--- src/rtl/pipeline_hazard_ctrl_if.sv ---
// Hazard-controller bundle: pipeline-side requests in, stall/flush/MDU status out.
// Latency: pure wiring, no storage.
// Backpressure: none here; the stall vector carried back is the pipeline's backpressure.
interface pipeline_hazard_ctrl_if #(
  parameter int ADDR_WIDTH = 32
);
  logic                  load_related_1;
  logic                  load_related_2;
  logic                  mdu_start;
  logic                  stall_req_mem;
  logic                  exc_valid;
  logic [ADDR_WIDTH-1:0] exc_handler_pc;
  logic [5:0]            stall;
  logic                  flush;
  logic [ADDR_WIDTH-1:0] flush_pc;
  logic                  mdu_busy;
  logic                  mdu_done;

  // Pipeline side: raises hazard requests, obeys stall/flush.
  modport master (
    output load_related_1, load_related_2, mdu_start, stall_req_mem,
           exc_valid, exc_handler_pc,
    input  stall, flush, flush_pc, mdu_busy, mdu_done
  );

  // Controller side.
  modport slave (
    input  load_related_1, load_related_2, mdu_start, stall_req_mem,
           exc_valid, exc_handler_pc,
    output stall, flush, flush_pc, mdu_busy, mdu_done
  );
endinterface

--- src/rtl/pipeline_hazard_ctrl.sv ---
// Central stall/flush sequencer: folds load-use, MDU, memory-stall and exception requests into per-stage stalls.
// Latency: stall/mdu_done are combinational in the request cycle; flush/flush_pc appear the cycle after an exception.
// Backpressure: the stall vector freezes upstream stages; an exception overrides every stall and is never held off.
module pipeline_hazard_ctrl #(
  parameter int MDU_LATENCY = 32,
  parameter int CNT_WIDTH   = 6,
  parameter int ADDR_WIDTH  = 32
) (
  input  logic                   clk,
  input  logic                   rst,
  pipeline_hazard_ctrl_if.slave  hz
);

  // Stall encodings, bit order {wb,mem,ex,id,if,pc}.
  localparam logic [5:0] STALL_NONE = 6'b000000;
  localparam logic [5:0] STALL_LOAD = 6'b000111;  // hold PC/IF/ID, bubble into EX
  localparam logic [5:0] STALL_MDU  = 6'b001111;  // additionally freeze EX
  localparam logic [5:0] STALL_MEM  = 6'b011111;  // additionally freeze MEM

  localparam logic [CNT_WIDTH-1:0] CNT_LOAD = CNT_WIDTH'(MDU_LATENCY - 1);
  localparam logic [CNT_WIDTH-1:0] CNT_ONE  = CNT_WIDTH'(1);

  typedef enum logic [1:0] {
    RUN      = 2'd0,
    MDU_WAIT = 2'd1,
    FLUSH    = 2'd2
  } state_t;

  state_t                state_q, state_d;
  logic [CNT_WIDTH-1:0]  cnt_q, cnt_d;
  logic [ADDR_WIDTH-1:0] flush_pc_q;
  logic [5:0]            stall_c;
  logic                  done_c;
  logic                  capture_pc;
  logic                  load_hz;

  assign load_hz = hz.load_related_1 | hz.load_related_2;

  // State and MDU down-counter registers.
  always_ff @(posedge clk or posedge rst) begin
    if (rst) begin
      state_q <= RUN;
      cnt_q   <= '0;
    end else begin
      state_q <= state_d;
      cnt_q   <= cnt_d;
    end
  end

  // Redirect target is latched only when an exception is accepted and held until the next one.
  always_ff @(posedge clk or posedge rst) begin
    if (rst) begin
      flush_pc_q <= '0;
    end else if (capture_pc) begin
      flush_pc_q <= hz.exc_handler_pc;
    end
  end

  // Priority resolution: exception > memory stall > MDU > load-use.
  always_comb begin
    state_d    = state_q;
    cnt_d      = cnt_q;
    stall_c    = STALL_NONE;
    done_c     = 1'b0;
    capture_pc = 1'b0;

    unique case (state_q)
      RUN: begin
        if (hz.exc_valid) begin
          capture_pc = 1'b1;
          state_d    = FLUSH;
        end else if (hz.stall_req_mem) begin
          // MDU issue is refused this cycle; EX will re-present it.
          stall_c = STALL_MEM;
        end else if (hz.mdu_start) begin
          // Issue cycle already counts as one of the MDU_LATENCY stall cycles.
          stall_c = STALL_MDU;
          cnt_d   = CNT_LOAD;
          state_d = MDU_WAIT;
        end else if (load_hz) begin
          stall_c = STALL_LOAD;
        end
      end

      MDU_WAIT: begin
        if (hz.exc_valid) begin
          // Abort the in-flight operation; no done pulse will follow.
          cnt_d      = '0;
          capture_pc = 1'b1;
          state_d    = FLUSH;
        end else if (hz.stall_req_mem) begin
          // Whole pipe frozen, so the MDU countdown pauses too.
          stall_c = STALL_MEM;
        end else if (cnt_q != '0) begin
          stall_c = STALL_MDU;
          cnt_d   = cnt_q - CNT_ONE;
        end else begin
          done_c  = 1'b1;
          stall_c = load_hz ? STALL_LOAD : STALL_NONE;
          state_d = RUN;
        end
      end

      FLUSH: begin
        // Everything in MEM and upstream is being discarded, including any new exception.
        state_d = RUN;
      end

      default: begin
        state_d = RUN;
      end
    endcase

    // Combinational outputs read as idle for as long as reset is held.
    if (rst) begin
      stall_c = STALL_NONE;
      done_c  = 1'b0;
    end
  end

  assign hz.stall    = stall_c;
  assign hz.mdu_done = done_c;
  assign hz.mdu_busy = (state_q == MDU_WAIT);
  assign hz.flush    = (state_q == FLUSH);
  assign hz.flush_pc = flush_pc_q;

endmodule

--- src/flat_wrapper.sv ---
// flat-port wrapper written by rule: the top's interface ports become plain ports
module pipeline_hazard_ctrl_flat 
#(
  parameter int MDU_LATENCY = 32,
  parameter int CNT_WIDTH   = 6,
  parameter int ADDR_WIDTH  = 32
)
  (clk, rst, hz_load_related_1, hz_load_related_2, hz_mdu_start, hz_stall_req_mem, hz_exc_valid, hz_exc_handler_pc, hz_stall, hz_flush, hz_flush_pc, hz_mdu_busy, hz_mdu_done);
  pipeline_hazard_ctrl_if #(.ADDR_WIDTH(ADDR_WIDTH)) hz_i ();
  input  logic clk;
  input  logic rst;
  input wire logic [$bits(hz_i.load_related_1)-1:0] hz_load_related_1;
  input wire logic [$bits(hz_i.load_related_2)-1:0] hz_load_related_2;
  input wire logic [$bits(hz_i.mdu_start)-1:0] hz_mdu_start;
  input wire logic [$bits(hz_i.stall_req_mem)-1:0] hz_stall_req_mem;
  input wire logic [$bits(hz_i.exc_valid)-1:0] hz_exc_valid;
  input wire logic [$bits(hz_i.exc_handler_pc)-1:0] hz_exc_handler_pc;
  output wire logic [$bits(hz_i.stall)-1:0] hz_stall;
  output wire logic [$bits(hz_i.flush)-1:0] hz_flush;
  output wire logic [$bits(hz_i.flush_pc)-1:0] hz_flush_pc;
  output wire logic [$bits(hz_i.mdu_busy)-1:0] hz_mdu_busy;
  output wire logic [$bits(hz_i.mdu_done)-1:0] hz_mdu_done;
  assign hz_i.load_related_1 = hz_load_related_1;
  assign hz_i.load_related_2 = hz_load_related_2;
  assign hz_i.mdu_start = hz_mdu_start;
  assign hz_i.stall_req_mem = hz_stall_req_mem;
  assign hz_i.exc_valid = hz_exc_valid;
  assign hz_i.exc_handler_pc = hz_exc_handler_pc;
  assign hz_stall = hz_i.stall;
  assign hz_flush = hz_i.flush;
  assign hz_flush_pc = hz_i.flush_pc;
  assign hz_mdu_busy = hz_i.mdu_busy;
  assign hz_mdu_done = hz_i.mdu_done;
  pipeline_hazard_ctrl #(.MDU_LATENCY(MDU_LATENCY), .CNT_WIDTH(CNT_WIDTH), .ADDR_WIDTH(ADDR_WIDTH)) u_core (.clk(clk), .rst(rst), .hz(hz_i));
endmodule
--- config.mk ---
export PLATFORM = sky130hd
export DESIGN_NAME = pipeline_hazard_ctrl_flat
export DESIGN_NICKNAME = d
export VERILOG_FILES = /design/src/rtl/pipeline_hazard_ctrl_if.sv /design/src/rtl/pipeline_hazard_ctrl.sv /design/src/flat_wrapper.sv
export SDC_FILE = /design/constraint.sdc
export NUM_CORES = 1
export LEC_CHECK = 0
export ABC_AREA = 1
export BUFFER_PORTS_ARGS = -buffer_cell sky130_fd_sc_hd__buf_2
export CORE_UTILIZATION = 47
export CTS_CLUSTER_DIAMETER = 150
export DETAILED_ROUTE_END_ITERATION = 10
export PLACE_DENSITY = 0.83
export SLEW_MARGIN = 20
export SYNTH_ARGS = -nofsm -noshare
export SYNTH_HDL_FRONTEND = slang
export SYNTH_SLANG_ARGS = --single-unit
--- constraint.sdc ---
create_clock -name clk -period 2.4 [get_ports clk]
set_input_delay 0.24 -clock clk [delete_from_list [all_inputs] [get_ports clk]]
set_output_delay 0.24 -clock clk [all_outputs]
set_load 0.01 [all_outputs]
==> results.json, run 1 <==
{
  "outcome": "finished clean",
  "cts_tree": "built",
  "stdcell_count": 356,
  "multi_input_area_um2": 727,
  "coreArea_um2": 3720,
  "clk_pin_slew_ns": 0.07,
  "fill_cells": 335,
  "antenna_found_initial": 0,
  "n_antenna_cell": 0,
  "grt_usage": 0.207,
  "cts_buffer_depth": 2,
  "grt_pass1_wl_mm": 6.56,
  "worstPathArrival_ns": 1.69,
  "syn_area_um2": 1860,
  "combPwrFrac": 0.225,
  "clock_sinks": 40,
  "cp-start-kind": "register",
  "drtIter0Drc": 77,
  "p_seq_frac": 0.446,
  "min_period_over_period": 0.803,
  "ant_nets": 0,
  "synth_cells": 229,
  "num_vias": 1658,
  "die_y_um": 64.9,
  "rsz0062_at_grt": "no",
  "setup-tns-final_ns": 0,
  "syn-num-nets": 270,
  "final_common_cell": "nand2_1",
  "min_period_ns": 1.93,
  "hold_class": "primary input to register",
  "routed_wl_mm": 3.85,
  "synth_cell_type_count": 24,
  "design.die.area_um2": 4210,
  "max_cap_viol_count": 0,
  "area_growth_pct": 28.3,
  "clk_latency_ns": 0.28,
  "drv_slew": 0,
  "cts_buffers": 5,
  "hold_violations": 0,
  "firstDrtPassIters": 4,
  "clock_skew_ns": 0.00461,
  "pwr-share-clk": 0.329,
  "critPathKind": "register to output pin",
  "syn_avg_cell_area_um2": 8.12,
  "ys_ff_latch": 40,
  "post-route-util": 0.642,
  "setup_slack_ns": 0.474,
  "nets": 349,
  "power_mw": 1.89,
  "start_util": 0.500,
  "cts_resized": 0,
  "drive_above_1_share": 0.328,
  "worstMarginPinSlew_ns": 0.526,
  "dpl.cell_count": 348,
  "drcViolationCount": 0,
  "pin_count": 80,
  "root_buffer": "clkbuf_8",
  "p_int_mw": 1.35,
  "p_switching_mw": 0.541,
  "cp_max_fo": 7,
  "power_density_nw_per_um2": 794,
  "sw_frac_of_total": 0.286,
  "worstPathRequired_ns": 2.16,
  "grt_max_degree": 40,
  "gr-total-overflow": 0,
  "seq_area_um2": 1000,
  "viasPerCell": 4.66,
  "mostFrequentLayoutCells": "nand2_1 (120), buf_2 (78), dfrtp_1 (40)",
  "dp_worst_setup_slack_ns": 0.775,
  "yosys_warnings": 0,
  "portBuffers": 78,
  "wl_per_cell_um": 10.8,
  "power.leakage_nw": 1.38,
  "fmax_mhz": 519,
  "ir_drop_mv": 0.464,
  "end_kind": "output pin",
  "dp_hpwl_mm": 2.77,
  "max-slew-margin-rel": 0.649,
  "first_global_vias": 1504,
  "ys_seq_area_frac": 0.538,
  "setup_viol": 0,
  "htreeDepth": 2,
  "row_count": 22,
  "die_x_um": 64.9,
  "gp_congestion": 0.819
}
path summary, 6_finish.rpt:
| path | slack (ns) | to | cells past startpoint | start |
|---|---|---|---|---|
| worst max-delay path | 0.47 | hz_stall[0] | 6 | u_core.cnt_q[0] |
| worst min-delay path | 0.15 | u_core.hz.flush_pc[26] | 3 | hz_exc_handler_pc[26] |
| worst max register to register | 1.02 | u_core.cnt_q[4] | 8 | u_core.cnt_q[0] |
| worst min register to register | 0.47 | u_core.hz.flush_pc[2] | 2 | u_core.hz.flush_pc[2] |
| max in group asynchronous | 1.39 | u_core.hz.flush_pc[17] | 4 | rst |
| min in group asynchronous | 0.36 | u_core.cnt_q[0] | 3 | rst |
through the flow:
step | hold WS (ns) | cell area (um^2)
after global placement | 0.109 | 2250
after floorplan | 0.357 | 1860
final | 0.148 | 2380
after detailed placement | 0.113 | 2250
after global routing | 0.144 | 2380
after CTS | 0.134 | 2380
metal layers:
layer | up-vias | part of all wire | track usage
li1 | 855 | - | -
met1 | 743 | 0.44 | 0.259
met2 | 58 | 0.48 | 0.339
met3 | 2 | 0.063 | 0.0546
met4 | 0 | 0.010 | 0.0833
met5 | - | 0 | 0
worst max-delay path, cell delays in order, from the launching register on:
cell     delay, ns
dfrtp_1       0.38
inv_1         0.18
ha_1          0.20
nand3_2       0.13
nor3_1        0.22
o22ai_1       0.13
buf_2         0.16
Yosys cell counts:
library cell  count  area, um^2
nand2_1         120         450
dfrtp_1          40        1000
nor2_1           12        45.0
inv_1            10        37.5
nand3_1           8        40.0
buf_4             6        45.0
inv_2             4        15.0
buf_6             3        33.8
o21ai_0           3        15.0
o21ai_1           3        15.0
ha_1              2        25.0
nand2_2           2        12.5
nand2_4           2        22.5
nand3_2           2        20.0
nor2_4            2        22.5
nor3_1            2        10.0
a21oi_1           1        5.00
conb_1            1        3.75
nand4_1           1        6.26
nor2_2            1        6.26
nor4_1            1        6.26
o2111ai_1         1        8.76
o22ai_1           1        6.26
or2_2             1        6.26
sequential cells by signal, summed over array words and instances (netlist names):
register / cells
u_core.hz.flush_pc: 32
u_core.state_q: 2
u_core.cnt_q: 6
logic make-up after synthesis:
kind of cell / count (synthesis) / synth area share
simple gates: 154 / 0.349
other cells: 1 / 0.00202
flops: 40 / 0.538
buf+inv: 23 / 0.0707
fa+ha+maj: 2 / 0.0135
compound gates: 9 / 0.0269
area by class of cell:
type	instances	area share
clock buffers	5	0.0289
multi-input cells	166	0.305
clock inverters	2	0.0252
well taps	48	0.0252
inverters	14	0.0220
flip-flops and latches	40	0.420
repair buffers	81	0.174
power groups by stage:
| stage | clock network [mW] | logic [mW] | registers, mW |
|---|---|---|---|
| 4_1_cts | 0.640 | 0.432 | 0.845 |
| 3_5_place_dp | 0 | 0.430 | 0.855 |
| 3_3_place_gp | 0 | 0.416 | 0.850 |
| 5_1_grt | 0.672 | 0.485 | 0.857 |
| 6_report | 0.622 | 0.426 | 0.845 |
| 2_1_floorplan | 0 | 0.245 | 0.883 |
repair_timing:
action	4_1_cts	5_1_grt
hold buffers	1	0
setup buffers	0	0
endpoints found under the hold margin	1	0
Note: power is estimated with default switching activity, not from simulation.
==> run 2, diff against run 1 <==
clock period = 1.94 ns   (was 2.4 ns; I/O delays follow)
==> run 2 against run 1 <==
  * Count of clock-buffer cells in the layout stayed put
  * Final cell count up 0.28%
  * Sequential power increased by 23%
  * Power is 9.7% higher
  * Critical path depth stayed put
  * Combinational power increased by 24%
  * Clock skew fell by 0.0012 ns
  * Via count down 0.42%
  * First-iteration DRC count is 17% higher
  * Global-route usage down 1.3 points
  * Sequential share of layout area is 0.56 points higher
  * Critical path type unchanged
==> results.json, run 2 (synthesis gave the netlist of run 1 again) <==
{
  "drcViolationCount": 0,
  "portBuffers": 78,
  "wl_per_cell_um": 10.8,
  "coreArea_um2": 3720,
  "drtIter0Drc": 90,
  "die_y_um": 64.9,
  "worstPathRequired_ns": 1.75,
  "outcome": "finished clean",
  "clock_sinks": 40,
  "routed_wl_mm": 3.84,
  "gr-total-overflow": 0,
  "power_density_nw_per_um2": 883,
  "r2r_setup_slack_ns": 0.57,
  "fin_area_um2": 2350,
  "root_buffer": "clkbuf_8",
  "fill_cells": 346,
  "seq_area_um2": 1000,
  "postCtsSetupBuffers": 0,
  "hold_class": "primary input to register",
  "num_vias": 1651,
  "setup_viol": 0,
  "die_x_um": 64.9,
  "dp_worst_setup_slack_ns": 0.411,
  "cp-start-kind": "register",
  "cts_tree": "built",
  "max-slew-margin-rel": 0.660,
  "nets": 350,
  "dp_hpwl_mm": 2.78,
  "top_usage_layer": "met2",
  "clk_latency_ns": 0.28,
  "worstMarginPinSlew_ns": 0.509,
  "n_antenna_cell": 0,
  "mostFrequentLayoutCells": "nand2_1 (120), buf_2 (78), dfrtp_1 (40)",
  "end_kind": "output pin",
  "setup_slack_ns": 0.177,
  "htreeDepth": 2,
  "design.die.area_um2": 4210,
  "hold_violations": 0,
  "clk_pin_slew_ns": 0.07,
  "critPathKind": "register to output pin",
  "min_period_ns": 1.76,
  "final_common_cell": "nand2_1",
  "met1_usage": 0.250,
  "clock_skew_ns": 0.00339,
  "slowest_delay_ns": 0.37,
  "first_global_vias": 1416,
  "placed_cell_area_um2": 2260,
  "cpMaxStageDelayCell": "dfrtp_1",
  "min_period_over_period": 0.909,
  "antenna_found_initial": 0,
  "power.leakage_nw": 1.36,
  "crit_family": "flip-flops",
  "grt_usage": 0.194,
  "grt_use_met2": 0.309,
  "multi_input_area_um2": 732,
  "drv_slew": 0,
  "largest_reg_flops": 32,
  "drive_above_1_share": 0.337,
  "firstDrtPassIters": 4,
  "worstPathArrival_ns": 1.57,
  "cts_buffer_depth": 2,
  "rsz0062_at_grt": "no",
  "fmax_mhz": 567,
  "grt_pass1_wl_mm": 6.17,
  "max_cap_viol_count": 0,
  "post-route-util": 0.633,
  "cts_buffers": 5,
  "grtUsageMet3": 0.0546,
  "ir_drop_mv": 0.496,
  "row_count": 22,
  "pin_count": 80,
  "path_buf_inv": 2,
  "crit_chain": "inv_1, ha_1, nand3_2, nor3_2, o22ai_1, buf_2",
  "area_growth_pct": 26.6,
  "viasPerCell": 4.62,
  "power_mw": 2.08,
  "gp_congestion": 0.828,
  "cp_max_fo": 7,
  "ant_nets": 0,
  "setup-tns-final_ns": 0,
  "start_util": 0.500,
  "grt_max_degree": 34
}
==> run 2: path summary, 6_finish.rpt <==
path / cells past startpoint / startpoint / endpoint
max in group asynchronous: 4 / rst / u_core.hz.flush_pc[19]
min in group asynchronous: 4 / rst / u_core.hz.flush_pc[28]
worst max-delay path: 6 / u_core.cnt_q[0] / hz_stall[1]
worst max register to register: 8 / u_core.cnt_q[0] / u_core.cnt_q[2]
worst min-delay path: 3 / hz_exc_handler_pc[3] / u_core.hz.flush_pc[3]
worst min register to register: 2 / u_core.hz.flush_pc[7] / u_core.hz.flush_pc[7]
==> run 2: per-stage QoR <==
step / instances / hold WS, ns
floorplan: 229 / 0.181
global placement: 349 / 0.290
detailed placement: 349 / 0.297
CTS: 357 / 0.0966
global route: 357 / 0.0952
finish: 357 / 0.106
==> run 2: layout make-up <==
| class | instances | area share |
|---|---|---|
| multi-input cells | 166 | 0.311 |
| clock buffers | 5 | 0.0292 |
| clock inverters | 2 | 0.00532 |
| repair buffers | 82 | 0.180 |
| flip-flops and latches | 40 | 0.425 |
| well taps | 48 | 0.0255 |
| inverters | 14 | 0.0239 |
==> run 2: repair_timing <==
item,in CTS,in global routing
endpoints found under the setup margin,0,3
gates resized for setup,0,1
hold buffers,1,0
hold endpoints to repair,18,0
==> run 2: worst reg2reg max path, stage by stage (launching register included) <==
cell	delay, ns
dfrtp_1	0.37
inv_1	0.16
ha_1	0.19
nand3_2	0.14
nand3_2	0.13
nand2_4	0.10
inv_2	0.09
nand2_1	0.06
nand2_1	0.07
==> run 2: where the power goes <==
part           switching [mW]  total (mW)  internal, mW
Combinational           0.319       0.528         0.209
Sequential             0.0846        1.04         0.960
Clock                   0.262       0.505         0.243
==> run 2: per-layer routing <==
metal | up-vias | routed length [um]
met1 | 732 | 1770
met4 | 0 | 39
met2 | 60 | 1780
li1 | 855 | -
met3 | 4 | 253
met5 | - | 0
==> run 3, diff against run 2 <==
PLACE_DENSITY = 0.79   (was 0.83)
==> run 3 against run 2 <==
  * Count of clock-buffer cells in the layout grew 2
  * Global-route usage grew 1.0 points
  * Highest routed layer unchanged
  * Final cell count is the same
  * Sequential power is essentially flat
  * Combinational power shrank 0.9%
  * Worst hold slack lost 0.0074 ns
  * Register-to-register slack lost 0.05 ns
  * Largest power group unchanged
  * Via count shrank 0.30%
  * First-iteration DRC count shrank 8.9%
  * Routed wire length shrank 1.9%
  * Power grew 11%
==> results.json, run 3 (synthesis gave the netlist of run 1 again) <==
{
  "setup-tns-final_ns": 0,
  "cts_tree": "built",
  "max_cap_viol_count": 0,
  "antenna_found_initial": 0,
  "worstPathRequired_ns": 1.75,
  "wl_per_cell_um": 10.6,
  "num_vias": 1646,
  "crit_chain": "inv_2, ha_1, nand3_2, nor3_1, o22ai_1, buf_2",
  "firstDrtPassIters": 4,
  "placed_cell_area_um2": 2250,
  "cp_max_fo": 7,
  "hold_class": "primary input to register",
  "portBuffers": 78,
  "outcome": "finished clean",
  "clock_sinks": 40,
  "ir_drop_mv": 0.455,
  "gp_congestion": 0.858,
  "ant_nets": 0,
  "die_x_um": 64.9,
  "min_period_over_period": 0.927,
  "multi_input_area_um2": 727,
  "power_density_nw_per_um2": 963,
  "area_growth_pct": 28.3,
  "clock_skew_ns": 0.00513,
  "worstMarginPinSlew_ns": 0.504,
  "htreeDepth": 2,
  "cp-start-kind": "register",
  "n_antenna_cell": 0,
  "largest_reg_flops": 32,
  "grt_max_degree": 39,
  "seq_area_um2": 1000,
  "rsz0062_at_grt": "no",
  "critPathKind": "register to output pin",
  "max-slew-margin-rel": 0.664,
  "drcViolationCount": 0,
  "min_period_ns": 1.80,
  "worstPathArrival_ns": 1.60,
  "gr-total-overflow": 0,
  "drive_above_1_share": 0.337,
  "start_util": 0.500,
  "mostFrequentLayoutCells": "nand2_1 (120), buf_2 (78), dfrtp_1 (40)",
  "setup_viol": 0,
  "dp_hpwl_mm": 2.70,
  "whs_ns": 0.0983,
  "root_buffer": "clkbuf_8",
  "nets": 349,
  "drtIter0Drc": 82,
  "end_kind": "output pin",
  "first_global_vias": 1473,
  "pin_count": 80,
  "clk_pin_slew_ns": 0.07,
  "grt_usage": 0.204,
  "coreArea_um2": 3720,
  "routed_wl_mm": 3.77,
  "clk_latency_ns": 0.29,
  "power_mw": 2.30,
  "dpl.cell_count": 348,
  "cts_buffers": 5,
  "viasPerCell": 4.61,
  "row_count": 22,
  "fmax_mhz": 556,
  "fill_cells": 349,
  "grt_pass1_wl_mm": 6.51,
  "die_y_um": 64.9,
  "design.die.area_um2": 4210,
  "slowest_delay_ns": 0.39,
  "drv_slew": 0,
  "stdcell_count": 357,
  "final_common_cell": "nand2_1",
  "hold_violations": 0,
  "cts_buffer_depth": 2,
  "cpMaxStageDelayCell": "dfrtp_1",
  "power.leakage_nw": 1.38,
  "fin_area_um2": 2390
}
## run 3: stage by stage
stage | worst slack [ns] | util
finish | 0.142 | 0.642
global route | 0.0477 | 0.642
CTS | 0.0676 | 0.642
detailed placement | 0.397 | 0.605
global placement | 0.469 | 0.605
floorplan | 0.334 | -
## run 3: final cells by class
cell class                 count  share of cell area
sequential                    40               0.420
multi-input combinational    166               0.305
timing repair buffer          81               0.174
clock buffer                   7              0.0404
tap                           48              0.0252
inverter                      14              0.0236
clock inverter                 1              0.0126
## run 3: what timing repair did
item / 4_1_cts / 5_1_grt
hold endpoints to repair: 2 / 0
endpoints found under the setup margin: 0 / 3
resized for setup: 0 / 1
buffers inserted: 0 / 0
hold buffers: 1 / 0
## run 3: worst paths after layout
path                            depth (start not counted)                   start  slack [ns]                endpoint
worst min register to register                          2  u_core.hz.flush_pc[22]        0.47  u_core.hz.flush_pc[22]
max in group asynchronous                               4                     rst        0.96  u_core.hz.flush_pc[15]
worst max register to register                          4       u_core.state_q[1]        0.52  u_core.hz.flush_pc[24]
min in group asynchronous                               3                     rst        0.34         u_core.cnt_q[5]
worst min-delay path                                    3   hz_exc_handler_pc[29]         0.1  u_core.hz.flush_pc[29]
worst max-delay path                                    6         u_core.cnt_q[0]        0.14             hz_stall[1]
## run 3: power by group
group | switching, mW | internal [mW]
clock network | 0.277 | 0.454
registers | 0.0844 | 0.960
logic | 0.316 | 0.207
## run 3: metal layers
layer	track usage	share of wire	up-vias	routed length [um]
met2	0.331	0.46	61	1730
met4	0.0833	0.020	0	75
met3	0.0511	0.059	7	221
li1	-	-	855	-
met1	0.260	0.46	723	1740
met5	0	0	-	0
## run 3: critical path: cells and delay by family (launching register included)
family,cells,cell delay [ns]
simple gates,2,0.35
flops,1,0.39
fa+ha+maj,1,0.17
buf+inv,2,0.28
compound gates,1,0.13
